`config.mk`:
```
export PLATFORM = sky130hd
export DESIGN_NAME = dmem_port_arbiter
export DESIGN_NICKNAME = d
export VERILOG_FILES = /design/src/rtl/dmem_port_arbiter.sv
export SDC_FILE = /design/constraint.sdc
export NUM_CORES = 1
export LEC_CHECK = 0
export BUFFER_PORTS_ARGS = -buffer_cell sky130_fd_sc_hd__buf_4
export CAP_MARGIN = 20
export CORE_MARGIN = 3
export CORE_UTILIZATION = 35
export CTS_BUF_LIST = sky130_fd_sc_hd__clkbuf_8
export DETAILED_ROUTE_END_ITERATION = 8
export PLACE_DENSITY = 0.83
export REMOVE_ABC_BUFFERS = 1
export SLEW_MARGIN = 25
export SYNTH_ARGS = -nofsm -noshare
export SYNTH_HDL_FRONTEND = slang
export SYNTH_SLANG_ARGS = --single-unit
```
`constraint.sdc`:
```
create_clock -name clock -period 2 [get_ports clock]
set_input_delay 0.3 -clock clock [delete_from_list [all_inputs] [get_ports clock]]
set_output_delay 0.3 -clock clock [all_outputs]
set_load 0.1 [all_outputs]
```
`src/rtl/dmem_port_arbiter.sv`:
```
// dmem_port_arbiter: shares the single dmem port between the processor
// (fixed priority) and the graphics/game-state reader. A wait counter bounds
// graphics starvation: once graphics has been denied MAX_WAIT consecutive
// cycles, the processor is stalled for exactly one cycle (FORCE) so the
// graphics read goes through.
//
// The dmem syncram is clocked on ~clock. An address presented in cycle n is
// sampled on the falling edge of n, and dmem_q is captured into gfx_rdata on
// the rising edge that ends n. gfx_rvalid therefore pulses in cycle n+1.
//
// Ports
//   clock, reset           master clock, asynchronous active-low reset
//   cpu_req/addr/data/wren processor dmem access (wren qualified by req)
//   cpu_stall              processor holds PC/pipeline this cycle
//   gfx_req/addr           graphics read request (level-held until granted)
//   gfx_grant              graphics request accepted this cycle
//   gfx_rvalid/rdata       graphics read return, one-cycle pulse
//   dmem_addr/data/wren    to dmem syncram
//   dmem_q                 from dmem syncram
//   stat_bus               {stat_force, stat_gfx_acc, stat_cpu_acc}, only
//                          when DMEM_ARB_STATS_EN is defined
//
// Optional feature macro: DMEM_ARB_STATS_EN (access/force statistics).

module dmem_port_arbiter #(
  parameter int unsigned ADDR_W   = 12,
  parameter int unsigned DATA_W   = 32,
  parameter int unsigned MAX_WAIT = 8
) (
  input  logic              clock,
  input  logic              reset,
  input  logic              cpu_req,
  input  logic [ADDR_W-1:0] cpu_addr,
  input  logic [DATA_W-1:0] cpu_data,
  input  logic              cpu_wren,
  output logic              cpu_stall,
  input  logic              gfx_req,
  input  logic [ADDR_W-1:0] gfx_addr,
  output logic              gfx_grant,
  output logic              gfx_rvalid,
  output logic [DATA_W-1:0] gfx_rdata,
  output logic [ADDR_W-1:0] dmem_addr,
  output logic [DATA_W-1:0] dmem_data,
  output logic              dmem_wren,
  input  logic [DATA_W-1:0] dmem_q
`ifdef DMEM_ARB_STATS_EN
  ,
  output logic [47:0]       stat_bus
`endif
);

  localparam int unsigned CNT_W = 8;

  localparam logic [CNT_W-1:0] WAIT_MAX = CNT_W'(MAX_WAIT);

  typedef enum logic [0:0] {
    ST_NORMAL = 1'b0,
    ST_FORCE  = 1'b1
  } state_t;

  state_t           state;
  state_t           state_nxt;
  logic [CNT_W-1:0] wait_cnt;
  logic [CNT_W-1:0] wait_nxt;

  // State register.
  always_ff @(posedge clock or negedge reset) begin
    if (!reset) begin
      state <= ST_NORMAL;
    end else begin
      state <= state_nxt;
    end
  end

  // Port ownership, stall/grant, wait counter and next state.
  // Everything is forced to zero while reset is low so no write can leak out.
  always_comb begin
    state_nxt = ST_NORMAL;
    wait_nxt  = '0;
    cpu_stall = 1'b0;
    gfx_grant = 1'b0;
    dmem_addr = '0;
    dmem_data = '0;
    dmem_wren = 1'b0;

    if (reset) begin
      if ((state == ST_FORCE) && gfx_req) begin
        // Forced graphics slot: processor held for this one cycle.
        cpu_stall = 1'b1;
        gfx_grant = 1'b1;
        dmem_addr = gfx_addr;
      end else if (cpu_req) begin
        dmem_addr = cpu_addr;
        dmem_data = cpu_data;
        dmem_wren = cpu_wren;
      end else if (gfx_req) begin
        gfx_grant = 1'b1;
        dmem_addr = gfx_addr;
      end else begin
        dmem_addr = cpu_addr;
        dmem_data = cpu_data;
      end

      // Count consecutive denied graphics cycles; any grant or a dropped
      // request leaves wait_nxt at its zero default.
      if (gfx_req && !gfx_grant) begin
        wait_nxt = (wait_cnt < WAIT_MAX) ? (wait_cnt + CNT_W'(1)) : wait_cnt;
        if ((state == ST_NORMAL) && (wait_nxt == WAIT_MAX)) begin
          state_nxt = ST_FORCE;
        end
      end
    end
  end

  // Wait counter and graphics read-return pipeline.
  always_ff @(posedge clock or negedge reset) begin
    if (!reset) begin
      wait_cnt   <= '0;
      gfx_rvalid <= 1'b0;
      gfx_rdata  <= '0;
    end else begin
      wait_cnt   <= wait_nxt;
      gfx_rvalid <= gfx_grant;
      if (gfx_grant) begin
        gfx_rdata <= dmem_q;
      end
    end
  end

`ifdef DMEM_ARB_STATS_EN
  localparam int unsigned STAT_W = 16;

  logic [STAT_W-1:0] stat_cpu_acc;
  logic [STAT_W-1:0] stat_gfx_acc;
  logic [STAT_W-1:0] stat_force;
  logic              cpu_own;

  // The processor owns the port whenever it requests and is not stalled.
  assign cpu_own = cpu_req && !cpu_stall;

  // Saturating access/force counters.
  always_ff @(posedge clock or negedge reset) begin
    if (!reset) begin
      stat_cpu_acc <= '0;
      stat_gfx_acc <= '0;
      stat_force   <= '0;
    end else begin
      if (cpu_own && (stat_cpu_acc != '1)) begin
        stat_cpu_acc <= stat_cpu_acc + STAT_W'(1);
      end
      if (gfx_grant && (stat_gfx_acc != '1)) begin
        stat_gfx_acc <= stat_gfx_acc + STAT_W'(1);
      end
      if ((state == ST_FORCE) && (stat_force != '1)) begin
        stat_force <= stat_force + STAT_W'(1);
      end
    end
  end

  assign stat_bus = {stat_force, stat_gfx_acc, stat_cpu_acc};
`endif

endmodule

```
Word-level counts from Yosys, hierarchy flattened
Index checks and enable logic that the tools add are counted.
{"block": "word_totals", "register_bits": 42, "latchBits": 0, "ramBits": 0, "rom_bits": 0, "in_bits": 93, "out_inout_bits": 80, "elab_cells": 36, "n_memories": 0}
{"block": "op_classes", "add_sub_neg": 1, "n_mul": 0, "n_div": 0, "magnitude_cmp": 1, "n_eq_ne": 1, "shifts": 0, "n_mux": 24, "bitwise": 1, "reduce_logical": 4}
{"operator": "32-bit 2-to-1 mux", "n": 4}
{"operator": "12-bit 2-to-1 mux", "n": 4}
{"operator": "8-bit 2-to-1 mux", "n": 3}
{"operator": "1-bit 2-to-1 mux", "n": 13}
{"operator": "8-bit by 1-bit adder with 8-bit output (second input constant)", "n": 1}
{"operator": "8-bit by 4-bit == test with 1-bit output (second input constant)", "n": 1}
{"operator": "8-bit by 4-bit less-than comparator with 1-bit output (second input constant)", "n": 1}
{"operator": "1-bit logical AND", "n": 3}
{"operator": "1-bit logical NOT", "n": 1}
{"operator": "1-bit NOT", "n": 1}

Depth between registers and ports, before layout
Gate-level depths: netlist of the first run.
{"block": "logic_depth", "word_depth": 8, "ltp_mapped": 5, "depth_no_buf": 4}

Worst setup path after synthesis of the first run
No wires, ideal clock.
{"block": "synth_timing", "kind": "register to output", "start": "reg state", "end": "out dmem_addr[10]", "arrival_time_ns": 2.176, "t_required_ns": 1.700, "setup_slack_ns": -0.476, "path_stages_with_launch": 6, "path_buffers": 2, "path_cell_list": "dfrtp_1 nand2b_1 and3_1 buf_2 buf_2 a22o_1"}
{"block": "synth_between", "elab_chain_cells": 3}
{"item": "start, declared", "line": "61", "text": "state_t state;"}
{"item": "start signal, assigned", "line": "71", "text": "state <= state_nxt;"}
{"item": "1-bit logical AND", "line": "87", "text": "if ((state == ST_FORCE) && gfx_req) begin"}
{"item": "12-bit 2-to-1 mux", "line": "87"}
{"item": "12-bit 2-to-1 mux", "line": "86", "text": "if (reset) begin"}
{"item": "end, declared", "line": "42", "text": "output logic [ADDR_W-1:0] dmem_addr,"}
Every way passes these cells.

Final worst setup path of the first run
{"block": "layout_timing", "start": "reg state", "end": "out dmem_addr[7]"}
The elaborated chain is that of the path after synthesis.

==> results of run 1 <==
-- cells in the final DEF (no fill, tap or decap), types with 2 or more instances in the layout --
master	n
buf_4	133
buf_12	45
dfrtp_1	42
mux2_2	32
and2_1	18
and2_4	17
a22o_1	10
a21oi_1	6
clkbuf_8	6
o21ai_0	3
nor2_1	2
and3_1	2
or3_1	2
a22o_4	2
buf_6	2
-- cell families after synthesis --
kind of cell | count (synthesis) | share of synthesized area, %
flip-flops | 42 | 53.4
multiplexers | 32 | 18.3
buffers and inverters | 9 | 2.16
AO/OA/AOI/OAI | 22 | 8.20
adder cells (fa/ha/maj) | 1 | 0.635
AND/OR/NAND/NOR | 54 | 17.3
-- area by class of cell --
cell class / count / area (um2) / area share (%)
clock inverter: 2 / 8.76 / 0.211
timing repair buffer: 182 / 1960 / 47.2
sequential: 42 / 1050 / 25.4
clock buffer: 6 / 82.6 / 1.99
tap: 70 / 87.6 / 2.11
multi-input combinational: 109 / 956 / 23.1
-- per-layer routing --
layer / routed length [um] / global-route usage, % / vias to the layer above
met5: 0 / 0 / -
met4: 442 / 10.8 / 0
met3: 1020 / 8.65 / 32
met2: 4640 / 39.4 / 132
met1: 3370 / 24.9 / 1016
li1: - / - / 918
-- worst register-to-register path: stages (launching register included) --
cell	delay, ns
dfrtp_1	0.38
nand2b_4	0.16
and3_4	0.37
buf_4	0.33
mux2_2	0.39
-- registers in the layout, indices dropped and copies added, names as in the netlist --
| name | count |
|---|---|
| gfx_rdata | 32 |
| gfx_rvalid | 1 |
| state | 1 |
| wait_cnt | 8 |
-- how the worst max path moves through the flow --
stage	startpoint	endpoint	slack (ns)	depth (start not counted)
detailed placement	cpu_req	gfx_rdata[29]	0.15	5
global placement	cpu_req	gfx_rdata[20]	0.21	5
finish	state	dmem_addr[7]	-0.04	6
CTS	state	dmem_addr[10]	0.05	5
floorplan	state	dmem_addr[0]	-1.47	3
global route	state	dmem_addr[8]	-0.09	6
-- repair_timing --
action	4_1_cts	5_1_grt
cloned	0	3
pin swaps	0	2
hold buffers	1	0
gates resized for setup	101	53
endpoints found under the hold margin	2	0
setup buffers	0	2
setup endpoints to repair	44	38
-- power by group through the flow --
stage	combinational, mW	clock, mW	sequential [mW]
detailed placement	2.01	0	1.06
floorplan	0.577	0	1.97
global route	2.29	0.599	1.06
finish	2.24	0.543	1.04
CTS	2.13	0.566	1.04
global placement	1.99	0	1.05
==> flow_summary.toml, run 1 <==
[outcome]
status = "finished with violations"
violations = "negative setup slack"

[layout]
nNetsFinal = 434
postLayoutCoreUtil_pct = 78.6
post-route-cell-area_um2 = 4140
fillers = 273
diodes = 0
layout.cells.non_filler = 411
final_layout_size_suffix_gt1_share_pct = 72.1
area_delta_synth_final_pct = 110

[placed_design]
pre_cts_ws_ns = 0.152
dpl.cell_count = 397
gp_congestion = 0.802
port_buffers = 172
hpwlAfterDp_um = 5440
placed_area_um2 = 3350

[power_and_ir_drop]
report.power.total_mw = 3.83
seqPwrFrac_pct = 27.3
intPower_mw = 1.88
combPwrFrac_pct = 58.6
clkPwrFrac_pct = 14.2
p_switching_mw = 1.95
ir_worst_vdd_v = 0.000815
leakage_nw = 2.01
powerDensity_nw_per_um2 = 925
switching_share_pct = 50.8

[setup_path]
cp.buffers_inverters = 3
cp_slowest_cell = "dfrtp_1"
r2r-start = "state"
r2r-end = "gfx_rdata[15]"
slowest_delay_ns = 0.40
end_kind = "primary output"
critPathMaxFanout = 6
path_cells = "nand2b_4 -> a21boi_4 -> buf_4 -> clkbuf_16 -> a22o_1 -> buf_12"
reg2reg_slack_ns = 0.26
criticalPathCategory = "reg -> out"
cp.arrival_ns = 1.74
critPathLaunchType = "register"
rr_worst_depth = 4
cp.required_ns = 1.70
critPathTopFamily = "buffers and inverters"

[floorplanning]
die_w_um = 81.0
initial_core_util_pct = 37.4
core-area_um2 = 5270
die_area_um2 = 6560
die_h_um = 81.0
pin_count = 173
rows = 26

[sta]
hold_viol = 0
rsz0062_at_grt = "yes"
fin_ws_ns = -0.0425
setup_violations = 10
relSlewSlack_pct = 67.1
hold_ws_ns = 0.128
drv_slew = 0
min_period_ns = 2.04
tns_ns = -0.165
skew_ns = 0.00366
fmax_mhz = 490
finalCritPeriodShare_pct = 102
tightest_slew_ns = 0.493

[cts]
cts_tree = "done"
cts_buffer_depth = 2
cts_root_buf = "clkbuf_8"
cts_buffers = 5
htree_levels = 2
clock_latency_ns = 0.28
clk_pin_slew_ns = 0.07
cts.sinks = 42

[routing]
drcViolationCount = 0
wl_um = 9480
first_iter_violations = 82
num_vias = 2098
drtAntennaViolNets = 0
avgRoutedWirePerCell_um = 23.1
firstDrtPassIters = 4
vias_per_cell = 5.10

[grt]
grt_first_pass_wirelength_um = 11200
grt.total_usage_pct = 23.0
grt_pass1_vias = 2160
overflow = 0
grt_max_degree = 45
antenna_found_initial = 0

[yosys]
synthFlopType = "dfrtp_1"
synth.cell_area_um2 = 1970
yosysUniqueCellTypes = 26
syn_area_per_cell_um2 = 12.3
ys_top_cells_by_count = "dfrtp_1, and2_1, mux2_2, a22o_1, a21oi_1"
ys_seq_area_share_pct = 53.4
yosysWarnings = 0
ys_ff_latch = 42
synth_area_leader_cell = "dfrtp_1"
synthTopCellsByArea = "dfrtp_1, mux2_2, and2_1"
synth_edf_count = 0
postSynthCellCount = 160
synthArstFlopShare_pct = 100
yosysMostFrequentCell = "dfrtp_1"
synthDominantCellAreaShare_pct = 53.4

[worst_hold_path]
holdCritPathClass = "in -> async"

[run]
maxCapViolCount = 0
(Power assumes the default switching activity.)
==> run 2, diff against run 1 <==
--- a/config.mk
+++ b/config.mk
@@ -7,6 +7,7 @@
 export LEC_CHECK = 0
 export BUFFER_PORTS_ARGS = -buffer_cell sky130_fd_sc_hd__buf_4
 export CAP_MARGIN = 20
+export CORE_ASPECT_RATIO = 1.25
 export CORE_MARGIN = 3
 export CORE_UTILIZATION = 35
 export CTS_BUF_LIST = sky130_fd_sc_hd__clkbuf_8
==> constraint.sdc (replaced) <==
create_clock -name clock -period 2 [get_ports clock]
set_input_delay 0.1 -clock clock [delete_from_list [all_inputs] [get_ports clock]]
set_output_delay 0.1 -clock clock [all_outputs]
set_load 0.1 [all_outputs]
==> flow_summary.toml, run 2 (synthesis results as in run 1) <==
[outcome]
status = "finished clean"

[sta]
finalCritPeriodShare_pct = 95.2
tightest_slew_ns = 0.514
setup_violations = 0
drv_slew = 0
hold_ws_ns = 0.0453
rsz0062_at_grt = "no"
skew_ns = 0.00484
min_period_ns = 1.90
hold_viol = 0
relSlewSlack_pct = 65.7
fmax_mhz = 525

[grt]
grt_max_degree = 45
antenna_found_initial = 0
grt_first_pass_wirelength_um = 9820
grt_pass1_vias = 1862
overflow = 0
grt.total_usage_pct = 19.7

[layout]
reg.largest.list = "gfx_rdata: 32 flops, wait_cnt: 8 flops"
area_delta_synth_final_pct = 75.5
final_layout_size_suffix_gt1_share_pct = 65.8
largest_register_ffs = 32
most-common-layout-cells = "buf_4, dfrtp_1, and2_1, mux2_2, a22o_1"
fillers = 446
nNetsFinal = 429
max_flop_register = "gfx_rdata"
diodes = 0
mostFrequentLayoutCell = "buf_4"

[floorplanning]
pin_count = 173
die_w_um = 73.1
die_h_um = 89.9
core-area_um2 = 5260
initial_core_util_pct = 37.4
rows = 29
die_area_um2 = 6570

[setup_path]
reg2reg_slack_ns = 0.30
critPathMaxFanout = 44
cp.required_ns = 1.90
path_cells = "nand2b_1 -> a21boi_2 -> buf_12 -> and2_1 -> buf_4"
criticalPathCategory = "reg -> out"
cp.arrival_ns = 1.80
cp-startpoint = "state"
cp_slowest_cell = "dfrtp_1"
critPathLaunchType = "register"
r2r-start = "state"
end_kind = "primary output"
slowest_delay_ns = 0.39

[cts]
cts_buffer_depth = 2
htree_levels = 2
cts_root_buf = "clkbuf_8"
cts.sinks = 42
cts_setup_buffers = 0
cts_tree = "done"
clk_pin_slew_ns = 0.08
clock_latency_ns = 0.28
cts_buffers = 5

[routing]
wl_met1_um = 2400
drcViolationCount = 0
firstDrtPassIters = 4
num_vias = 1878
wl_met2_um = 3560
first_iter_violations = 41
avgRoutedWirePerCell_um = 17.1
met3_length_um = 773
drtAntennaViolNets = 0
vias_per_cell = 4.72
wl_um = 6790
dr.max_layer_used = "met4"

[power_and_ir_drop]
report.power.total_mw = 3.59
powerDensity_nw_per_um2 = 1040
leakage_nw = 1.78
ir_worst_vdd_v = 0.000731

[placed_design]
hpwlAfterDp_um = 5560
port_buffers = 172
gp_congestion = 0.877

[worst_hold_path]
holdCritPathClass = "in -> reg"
worstHoldStart = "dmem_q[23]"

[run]
maxCapViolCount = 0
run 2: stage by stage:
step	instances	TNS, ns	worst slack [ns]	utilization, %	cell area (um2)
floorplan	151	-48.46	-1.27	-	1930
global placement	389	0	0.260	63.5	3340
detailed placement	389	0	0.194	63.5	3340
CTS	398	0	0.0627	65.5	3440
global route	398	0	0.000420	65.7	3460
finish	398	0	0.0951	65.7	3460
run 2: cell type report:
| cell class | instances | area (um2) | share of cell area (%) |
|---|---|---|---|
| clock inverter | 2 | 8.76 | 0.253 |
| multi-input combinational | 109 | 881 | 25.5 |
| clock buffer | 6 | 82.6 | 2.39 |
| sequential | 42 | 1050 | 30.4 |
| timing repair buffer | 177 | 1360 | 39.2 |
| tap | 62 | 77.6 | 2.24 |
run 2: worst paths after layout:
kind / cells after the start / end
setup / recovery: 5 / dmem_data[23]
hold / removal: 2 / gfx_rdata[23]
setup reg to reg: 4 / gfx_rdata[12]
hold reg to reg: 1 / gfx_rdata[29]
max in group asynchronous: 3 / gfx_rdata[8]
min in group asynchronous: 2 / wait_cnt[2]
run 2: power breakdown:
| part | internal, mW | switching [mW] | total, mW | leakage [nW] |
|---|---|---|---|---|
| sequential | 0.974 | 0.0670 | 1.04 | 0.517 |
| clock | 0.273 | 0.267 | 0.541 | 0.0524 |
| combinational | 0.475 | 1.53 | 2.01 | 1.21 |
| total | 1.72 | 1.86 | 3.59 | 1.78 |
run 2: timing repair:
item,CTS,global route
endpoints found under the setup margin,1,3
resized for setup,1,3
endpoints found under the hold margin,42,0
hold buffers,1,0
run 2: per-layer routing:
layer / vias up / GRT usage (%)
li1: 907 / -
met1: 867 / 23.2
met2: 100 / 35.0
met3: 4 / 5.25
met4: 0 / 4.15
met5: - / 0
run 2: critical path, delay by kind of cell, from the launching register on:
| kind | cells | cell delay [ns] |
|---|---|---|
| DFF | 1 | 0.39 |
| buffers and inverters | 2 | 0.51 |
| AOI/OAI and AO/OA | 1 | 0.21 |
| and+or+nand+nor | 2 | 0.40 |
==> run 3, diff against run 2 <==
--- a/config.mk
+++ b/config.mk
@@ -5,6 +5,7 @@
 export SDC_FILE = /design/constraint.sdc
 export NUM_CORES = 1
 export LEC_CHECK = 0
+export ABC_AREA = 1
 export BUFFER_PORTS_ARGS = -buffer_cell sky130_fd_sc_hd__buf_4
 export CAP_MARGIN = 20
 export CORE_ASPECT_RATIO = 1.25
@@ -12,7 +13,7 @@
 export CORE_UTILIZATION = 35
 export CTS_BUF_LIST = sky130_fd_sc_hd__clkbuf_8
 export DETAILED_ROUTE_END_ITERATION = 8
-export PLACE_DENSITY = 0.83
+export PLACE_DENSITY = 0.81
 export REMOVE_ABC_BUFFERS = 1
 export SLEW_MARGIN = 25
 export SYNTH_ARGS = -nofsm -noshare
==> flow_summary.toml, run 3 <==
[layout]
most-common-layout-cells = "buf_4, nand2_1, inv_1, nor2_1, dfrtp_1"
ff_latch_area_um2 = 1050
post-route-cell-area_um2 = 3650
nNetsFinal = 572
diodes = 0
mostFrequentLayoutCell = "buf_4"
multi_input_area_um2 = 842
largest_register_ffs = 32
layout.cells.non_filler = 560
fillers = 573
final_layout_size_suffix_gt1_share_pct = 40.0
max_flop_register = "gfx_rdata"
area_delta_synth_final_pct = 69.4
reg.largest.list = "gfx_rdata: 32 flops, wait_cnt: 8 flops"

[power_and_ir_drop]
powerDensity_nw_per_um2 = 953
leakage_nw = 2.20
ir_worst_vdd_v = 0.000748

[yosys]
yosysWarnings = 0
yosysMostFrequentCell = "nand2_1"
synthFlopType = "dfrtp_1"
synth_edf_count = 0
ys_top_cells_by_count = "nand2_1, inv_1, nor2_1, dfrtp_1, nand3_1"
ys_seq_area_share_pct = 48.8
ys_ff_latch = 42
synth.cell_area_um2 = 2160
synthTopCellsByArea = "dfrtp_1, nand2_1, inv_1"
postSynthCellCount = 303
syn_area_per_cell_um2 = 7.11
yosysUniqueCellTypes = 22
synthDominantCellAreaShare_pct = 48.8
synth_area_leader_cell = "dfrtp_1"
synthArstFlopShare_pct = 100

[setup_path]
end_kind = "primary output"
reg2reg_slack_ns = 0.80
cp.arrival_ns = 1.69
cp-startpoint = "state"
criticalPathCategory = "reg -> out"
r2r-start = "wait_cnt[0]"
rr_worst_depth = 6
cp.required_ns = 1.90
critPathLaunchType = "register"
crit_end = "dmem_data[22]"
r2r-end = "state"
critPathMaxFanout = 32

[sta]
relSlewSlack_pct = 67.4
fmax_mhz = 559
setup_violations = 0
rsz0062_at_grt = "no"
tns_ns = 0
drv_slew = 0
min_period_ns = 1.79
skew_ns = 0.00713
hold_viol = 0
tightest_slew_ns = 0.488
finalCritPeriodShare_pct = 89.4
fin_ws_ns = 0.211

[placed_design]
pre_cts_ws_ns = 0.499
port_buffers = 172
gp_congestion = 0.774
hpwlAfterDp_um = 5810
placed_area_um2 = 3490
dpl.cell_count = 548

[grt]
grt_pass1_vias = 2472
grt_first_pass_wirelength_um = 11300
grt_max_degree = 47
overflow = 0
antenna_found_initial = 0
grt.total_usage_pct = 19.9

[routing]
drtAntennaViolNets = 0
wl_um = 7390
drcViolationCount = 0
firstDrtPassIters = 4
num_vias = 2471
vias_per_cell = 4.41
avgRoutedWirePerCell_um = 13.2
first_iter_violations = 71

[cts]
cts_root_buf = "clkbuf_8"
cts_tree = "done"
htree_levels = 2
cts_setup_buffers = 0
cts.sinks = 42
cts_buffer_depth = 2
cts_resized = 0
clock_latency_ns = 0.28
cts_buffers = 5
clk_pin_slew_ns = 0.08
ctsHoldBuffers = 5

[worst_hold_path]
holdCritPathClass = "in -> reg"
hold_depth = 3

[floorplanning]
initial_core_util_pct = 36.6
rows = 31
die_h_um = 93.7
die_w_um = 76.2
die_area_um2 = 7140
pin_count = 173
core-area_um2 = 5900

[run]
maxCapViolCount = 0

[outcome]
status = "finished clean"
==> run 3: routing by layer <==
layer | routed length [um] | vias to the layer above | track usage [%]
li1 | - | 1226 | -
met1 | 2710 | 1103 | 21.2
met2 | 3740 | 136 | 36.5
met3 | 879 | 6 | 8.64
met4 | 65 | 0 | 4.53
met5 | 0 | - | 0
==> run 3: area by class of cell <==
type / instances / area share [%]
Inverter: 45 / 4.69
Clock inverter: 1 / 0.822
Timing Repair Buffer: 181 / 37.6
Tap cell: 82 / 2.81
Multi-Input combinational cell: 203 / 23.1
Sequential cell: 42 / 28.8
Clock buffer: 6 / 2.26
==> run 3: where the power goes <==
group,total (mW),switching (mW),internal [mW]
sequential,1.02,0.0626,0.953
combinational,1.80,1.41,0.390
clock,0.664,0.265,0.399
==> run 3: through the flow <==
stage	hold WS, ns	util (%)	total power [mW]
after global routing	0.00542	61.9	3.61
after global placement	0.0128	59.2	2.82
after CTS	0.000543	61.9	3.51
after detailed placement	0.0156	59.2	2.83
after floorplan	-0.196	-	2.34
final	0.00814	61.9	3.48
==> run 3: critical path, stage by stage, from the launching register on <==
cell and delay, ns:
dfrtp_1 0.38, inv_1 0.08, nand2_2 0.08, nand2_2 0.07, nand2_1 0.05, buf_4 0.23
nor2_1 0.19, buf_4 0.33
==> run 3: cell families after synthesis <==
kind of cell	count (synthesis)	synth area share, %
AO/OA/AOI/OAI	3	0.812
XOR/XNOR	1	0.406
adder cells (fa/ha/maj)	1	0.580
buffers and inverters	58	12.2
flip-flops	42	48.8
AND/OR/NAND/NOR	198	37.3
==> run 3: worst min path at each step <==
| stage | slack, ns | from | end |
|---|---|---|---|
| after floorplan | -0.20 | reset | gfx_rdata[0] |
| after global placement | 0.01 | reset | state |
| after detailed placement | 0.02 | reset | state |
| after CTS | 0.0005 | dmem_q[25] | gfx_rdata[25] |
| after global routing | 0.005 | dmem_q[27] | gfx_rdata[27] |
| final | 0.008 | dmem_q[30] | gfx_rdata[30] |
